<file path="config.mk">
export PLATFORM = sky130hd
export DESIGN_NAME = bin_to_bcd_16
export DESIGN_NICKNAME = d
export VERILOG_FILES = /design/src/rtl/bin_to_bcd_pkg.sv /design/src/rtl/bcd_digit_adj.sv /design/src/rtl/bin_to_bcd_16.sv
export SDC_FILE = /design/constraint.sdc
export NUM_CORES = 1
export LEC_CHECK = 0
export CAP_MARGIN = 40
export CORE_MARGIN = 2
export CORE_UTILIZATION = 51
export CTS_BUF_LIST = sky130_fd_sc_hd__clkbuf_2 sky130_fd_sc_hd__clkbuf_4 sky130_fd_sc_hd__clkbuf_8
export DETAILED_ROUTE_END_ITERATION = 16
export PLACE_DENSITY_LB_ADDON = 0.2
export SYNTH_ARGS = -nofsm -noshare
export SYNTH_HDL_FRONTEND = slang
export SYNTH_SLANG_ARGS = --single-unit
</file>
<file path="constraint.sdc">
create_clock -name clk -period 1.5 [get_ports clk]
set_input_delay 0.225 -clock clk [delete_from_list [all_inputs] [get_ports clk]]
set_output_delay 0.225 -clock clk [all_outputs]
set_load 0.03 [all_outputs]
</file>
<file path="src/rtl/bin_to_bcd_pkg.sv">
// Shared constants and state encoding for the binary-to-BCD converter.
package bin_to_bcd_pkg;

  localparam int unsigned BIN_W_DEFAULT      = 16;
  localparam int unsigned BCD_DIGITS_DEFAULT = 5;

  localparam logic [3:0] ADJ_THRESH = 4'd5;
  localparam logic [3:0] ADJ_ADD    = 4'd3;

  typedef enum logic [0:0] {
    ST_IDLE    = 1'b0,
    ST_CONVERT = 1'b1
  } state_e;

endpackage

</file>
<file path="src/rtl/bcd_digit_adj.sv">
// Double-dabble digit correction: a nibble of 5 or more gets +3 before the shift.
module bcd_digit_adj
  import bin_to_bcd_pkg::*;
(
  input  logic [3:0] digit,
  output logic [3:0] digit_adj_c
);

  always_comb begin
    digit_adj_c = digit;
    if (digit >= ADJ_THRESH) digit_adj_c = digit + ADJ_ADD;
  end

endmodule

</file>
<file path="src/rtl/bin_to_bcd_16.sv">
// Sequential double-dabble converter, 16-bit binary to 5-digit packed BCD.
// Define BIN_TO_BCD_EARLY_EXIT_EN to skip leading zero bits at accept.
module bin_to_bcd_16
  import bin_to_bcd_pkg::*;
#(
  parameter int unsigned BIN_W      = BIN_W_DEFAULT,
  parameter int unsigned BCD_DIGITS = BCD_DIGITS_DEFAULT
) (
  input  logic                    clk,
  input  logic                    rst,
  input  logic                    init,
  input  logic [BIN_W-1:0]        bin,
  output logic [4*BCD_DIGITS-1:0] bcd,
  output logic                    done,
  output logic                    busy
);

  localparam int unsigned SCR_W = 4 * BCD_DIGITS;
  localparam int unsigned CNT_W = 5;

  state_e             state_q, state_d;
  logic [CNT_W-1:0]   cnt_q, cnt_d;
  logic [SCR_W-1:0]   scr_q, scr_d;
  logic [BIN_W-1:0]   shf_q, shf_d;
  logic [SCR_W-1:0]   bcd_q, bcd_d;
  logic               done_q, done_d;
  logic               busy_q, busy_d;

  logic [SCR_W-1:0]   scr_adj;
  logic [BIN_W-1:0]   load_shf;
  logic [CNT_W-1:0]   load_cnt;
  logic               last_iter;

  for (genvar g = 0; g < BCD_DIGITS; g++) begin : g_adj
    bcd_digit_adj u_adj (
      .digit       (scr_q[4*g +: 4]),
      .digit_adj_c (scr_adj[4*g +: 4])
    );
  end

`ifdef BIN_TO_BCD_EARLY_EXIT_EN
  logic [CNT_W-1:0] lz;

  // Leading-zero count; the highest set bit wins.
  always_comb begin
    lz = CNT_W'(BIN_W);
    for (int i = 0; i < BIN_W; i++) begin
      if (bin[i]) lz = CNT_W'(BIN_W - 1 - i);
    end
  end

  // A zero input still runs one iteration so done is always produced.
  always_comb begin
    load_shf = bin << lz;
    load_cnt = (lz == CNT_W'(BIN_W)) ? CNT_W'(1) : CNT_W'(BIN_W) - lz;
  end
`else
  always_comb begin
    load_shf = bin;
    load_cnt = CNT_W'(BIN_W);
  end
`endif

  assign last_iter = (cnt_q == CNT_W'(1));

  always_ff @(posedge clk or negedge rst) begin
    if (!rst) state_q <= ST_IDLE;
    else      state_q <= state_d;
  end

  always_comb begin
    state_d = state_q;
    case (state_q)
      ST_IDLE:    if (init)      state_d = ST_CONVERT;
      ST_CONVERT: if (last_iter) state_d = ST_IDLE;
      default:                   state_d = ST_IDLE;
    endcase
  end

  // Datapath and output next values.
  always_comb begin
    cnt_d  = cnt_q;
    scr_d  = scr_q;
    shf_d  = shf_q;
    bcd_d  = bcd_q;
    done_d = 1'b0;
    busy_d = busy_q;
    case (state_q)
      ST_IDLE: begin
        if (init) begin
          scr_d  = '0;
          shf_d  = load_shf;
          cnt_d  = load_cnt;
          busy_d = 1'b1;
        end
      end
      ST_CONVERT: begin
        {scr_d, shf_d} = {scr_adj, shf_q} << 1;
        cnt_d          = cnt_q - CNT_W'(1);
        if (last_iter) begin
          bcd_d  = scr_d;
          done_d = 1'b1;
          busy_d = 1'b0;
        end
      end
      default: ;
    endcase
  end

  always_ff @(posedge clk or negedge rst) begin
    if (!rst) begin
      cnt_q  <= '0;
      scr_q  <= '0;
      shf_q  <= '0;
      bcd_q  <= '0;
      done_q <= 1'b0;
      busy_q <= 1'b0;
    end else begin
      cnt_q  <= cnt_d;
      scr_q  <= scr_d;
      shf_q  <= shf_d;
      bcd_q  <= bcd_d;
      done_q <= done_d;
      busy_q <= busy_d;
    end
  end

  assign bcd  = bcd_q;
  assign done = done_q;
  assign busy = busy_q;

endmodule
</file>
==> metrics.md <==
| Metric | Value |
|---|---|
| Post-layout net count | `389` |
| CTS sink cnt | `64` |
| Vias per cell | `5.37` |
| Clock Pin Slew Worst Setup and Hold Paths | `0.07 ns` |
| Setup TNS | `0 ns` |
| Row Count | `28` |
| Mapped Nets | `320` |
| Clock root cell | `clkbuf_8` |
| RSZ-0062 raised after global routing | `true` |
| Worst EP required | `1.69 ns` |
| Initial antenna violation count | `0` |
| Dpl ws | `-0.0547 ns` |
| NetSw | `0.00371 W` |
| Critical Path Sink Type | `register` |
| Initial core utilization | `52.7%` |
| Internal power | `0.00573 W` |
| Clock skew | `0.0121 ns` |
| YS warnings | `0` |
| IO Pins | `41` |
| Worst-Skew Late Latency | `0.34 ns` |
| Mapped Cells | `289` |
| PortBufs | `40` |
| Synth-to-Final Area Change | `33.9%` |
| Switching share of total power | `39.3%` |
| Final hold violation count | `0` |
| Die span in x | `82.0 um` |
| Total track usage | `20.3%` |
| DRT Pass-1 Iters | `4` |
| Critical Path Source Type | `register` |
| Max Fclk | `687 MHz` |
| Routability cong. | `0.754` |
| Iteration-0 DRC count of the detailed router | `87` |
| Met2 wire length | `3410 um` |
| Core area | `5890 um^2` |
| Ant diodes | `0` |
| # Max-Cap Violations | `0` |
| Post-route DRC | `0` |
| H-tree depth | `3` |
| Final slew viol count | `0` |
| Worst Path Arrival | `1.65 ns` |
| Slew headroom | `77.0%` |
| Period utilisation layout | `97.0%` |
| Pwr dens | `2270 nW/um^2` |
| Top cells by area, synth | `dfrtp_1 (52%), mux2i_1 (9.0%), ha_1 (4.8%)` |
| Syn Std Cell Area | `3100 um^2` |
| Post-detail-place hpwl | `3940 um` |
| Highest routing layer actually used | `met4` |
| Hold crit path type | `primary input to asynchronous set/reset pin` |
| Final min period | `1.45 ns` |
| Fillcell total | `468` |
| First-pass GRT wire length | `10300 um` |
| Pleak | `2.02 nW` |
| Leading area contributor after synthesis | `dfrtp_1` |
| Wl on met1 | `2840 um` |
| Comb pwr share | `51.6%` |
| Clk buf depth | `2` |
| Wire length on met3 | `203 um` |
| Outcome | `finished clean` |
| Maximum vdd drop | `0.00135 V` |
| Register-to-Register Path Depth | `5` |
| Clock share of power | `15.3%` |
| Vias in the first global route | `2269` |
| Routed vias | `2350` |
| Post-synthesis sequential area ratio | `51.6%` |
| CTS tree | `yes` |
| Share of cells above drive strength 1 | `25.1%` |
| Final-report setup violation count | `0` |
| Post-synthesis area per instance | `10.7 um^2` |
| Drt wl/cell | `15.0 um` |
| Share of the synthesized area in the top cell type | `51.6%` |
| CTS buffer count | `9` |
| Die Y | `82.0 um` |
| Largest net degree at the start of global routing | `74` |
| Antenna Nets Post-Route | `0` |
| Worst Setup Path Type | `register to register` |
| Crit-path max FO | `3` |
| Synth Register Bits | `64` |
| Synth cell types | `29` |
| Tot Pwr | `0.00944 W` |
| Seq pwr share | `33.1%` |
| Die area | `6730 um^2` |
| Slew @ Worst Pin | `0.344 ns` |
| Final wirelength | `6550 um` |
| Total grt overflow | `0` |
| Post-route setup slack | `0.0452 ns` |
==> cell usage after synthesis <==
master    number
a21o_1        11
a21oi_1       21
a31oi_1        2
a32o_1         2
and3_1         1
buf_1          1
buf_2          9
buf_6          3
clkbuf_1       2
clkinv_1       1
dfrtp_1       64
ha_1          12
inv_1         13
mux2_2         6
mux2_4         6
mux2i_1       28
nand2_1       33
nand2b_1       6
nor2_1        17
nor2b_1        2
nor3_1         6
nor3b_1       11
o21ai_0       21
o22a_1         1
o22ai_1        1
o31ai_1        2
or2b_1         1
xnor2_1        5
xor2_1         1
==> state kept, by name, indices dropped and copies added (netlist names) <==
register  flops
bcd          20
scr_q        20
shf_q        16
cnt_q         5
busy          1
done          1
state_q       1
==> logic make-up after synthesis <==
kind of cell	after synthesis	share of synthesized area, %
mux	40	14.1
compound gates	61	11.4
simple gates	77	11.7
xor+xnor	6	1.69
flops	64	51.6
fa+ha+maj	12	4.84
buf+inv	29	4.59
==> layout make-up <==
| class | instances | area [um^2] | area share (%) |
|---|---|---|---|
| Timing Repair Buffer | 73 | 689 | 16.6 |
| Sequential cell | 64 | 1600 | 38.6 |
| Clock inverter | 4 | 45.0 | 1.08 |
| Inverter | 14 | 52.6 | 1.26 |
| Clock buffer | 12 | 146 | 3.52 |
| Tap cell | 75 | 93.8 | 2.26 |
| Multi-Input combinational cell | 196 | 1530 | 36.7 |
==> critical path, cell delays in order (launching register included) <==
cell and delay (ns):
dfrtp_1 0.41, ha_1 0.21, nand2b_4 0.15, nor3b_1 0.14, a21oi_1 0.27, mux2i_1 0.14
==> repair_timing <==
item / CTS / global route
endpoints found under the setup margin: 31 / 23
pin swaps: 1 / 5
cloned: 0 / 1
endpoints found under the hold margin: 64 / 0
gates resized for setup: 30 / 29
buffers inserted: 1 / 8
hold buffers: 1 / 0
==> cells in the final DEF (no fill, tap or decap), types with 14 or more instances in the layout <==
| master | count |
|---|---|
| nand2_1 | 33 |
| dfrtp_1 | 63 |
| clkdlybuf4s50_1 | 17 |
| nor2_1 | 14 |
| o21ai_0 | 21 |
| dlygate4sd2_1 | 22 |
| a21oi_1 | 15 |
| buf_4 | 26 |
| mux2i_1 | 26 |
==> per-stage QoR <==
| stage | util, % | instance area, um^2 | std cells | hold slack (ns) |
|---|---|---|---|---|
| finish | 70.6 | 4160 | 438 | 0.421 |
| global route | 70.6 | 4160 | 438 | 0.461 |
| CTS | 66.9 | 3940 | 429 | 0.439 |
| detailed placement | 63.3 | 3720 | 411 | 0.266 |
| global placement | 63.3 | 3720 | 411 | 0.265 |
| floorplan | - | 3110 | 289 | -0.0706 |
==> power groups by stage <==
stage	Clock [W]	Combinational (W)	Sequential, W
after detailed placement	0	0.00438	0.00307
after global placement	0	0.00424	0.00304
final	0.00144	0.00487	0.00313
after CTS	0.00148	0.00432	0.00305
after floorplan	0	0.00239	0.00354
after global routing	0.00155	0.00536	0.00322
==> metal layers <==
layer | up-vias | GRT usage, %
met5 | - | 0
met2 | 37 | 35.3
met4 | 0 | 5.50
met1 | 1180 | 24.3
li1 | 1124 | -
met3 | 9 | 6.26
==> final timing paths <==
check	from	end	slack [ns]
setup / recovery	scr_q[0]	scr_q[4]	0.05
hold / removal	rst	bcd[17]	0.42
setup reg to reg	scr_q[0]	scr_q[4]	0.05
hold reg to reg	shf_q[1]	shf_q[2]	0.48
max in group asynchronous	rst	state_q	0.77
min in group clk	shf_q[1]	shf_q[2]	0.48
No activity file was read; power rests on OpenSTA's default activity.
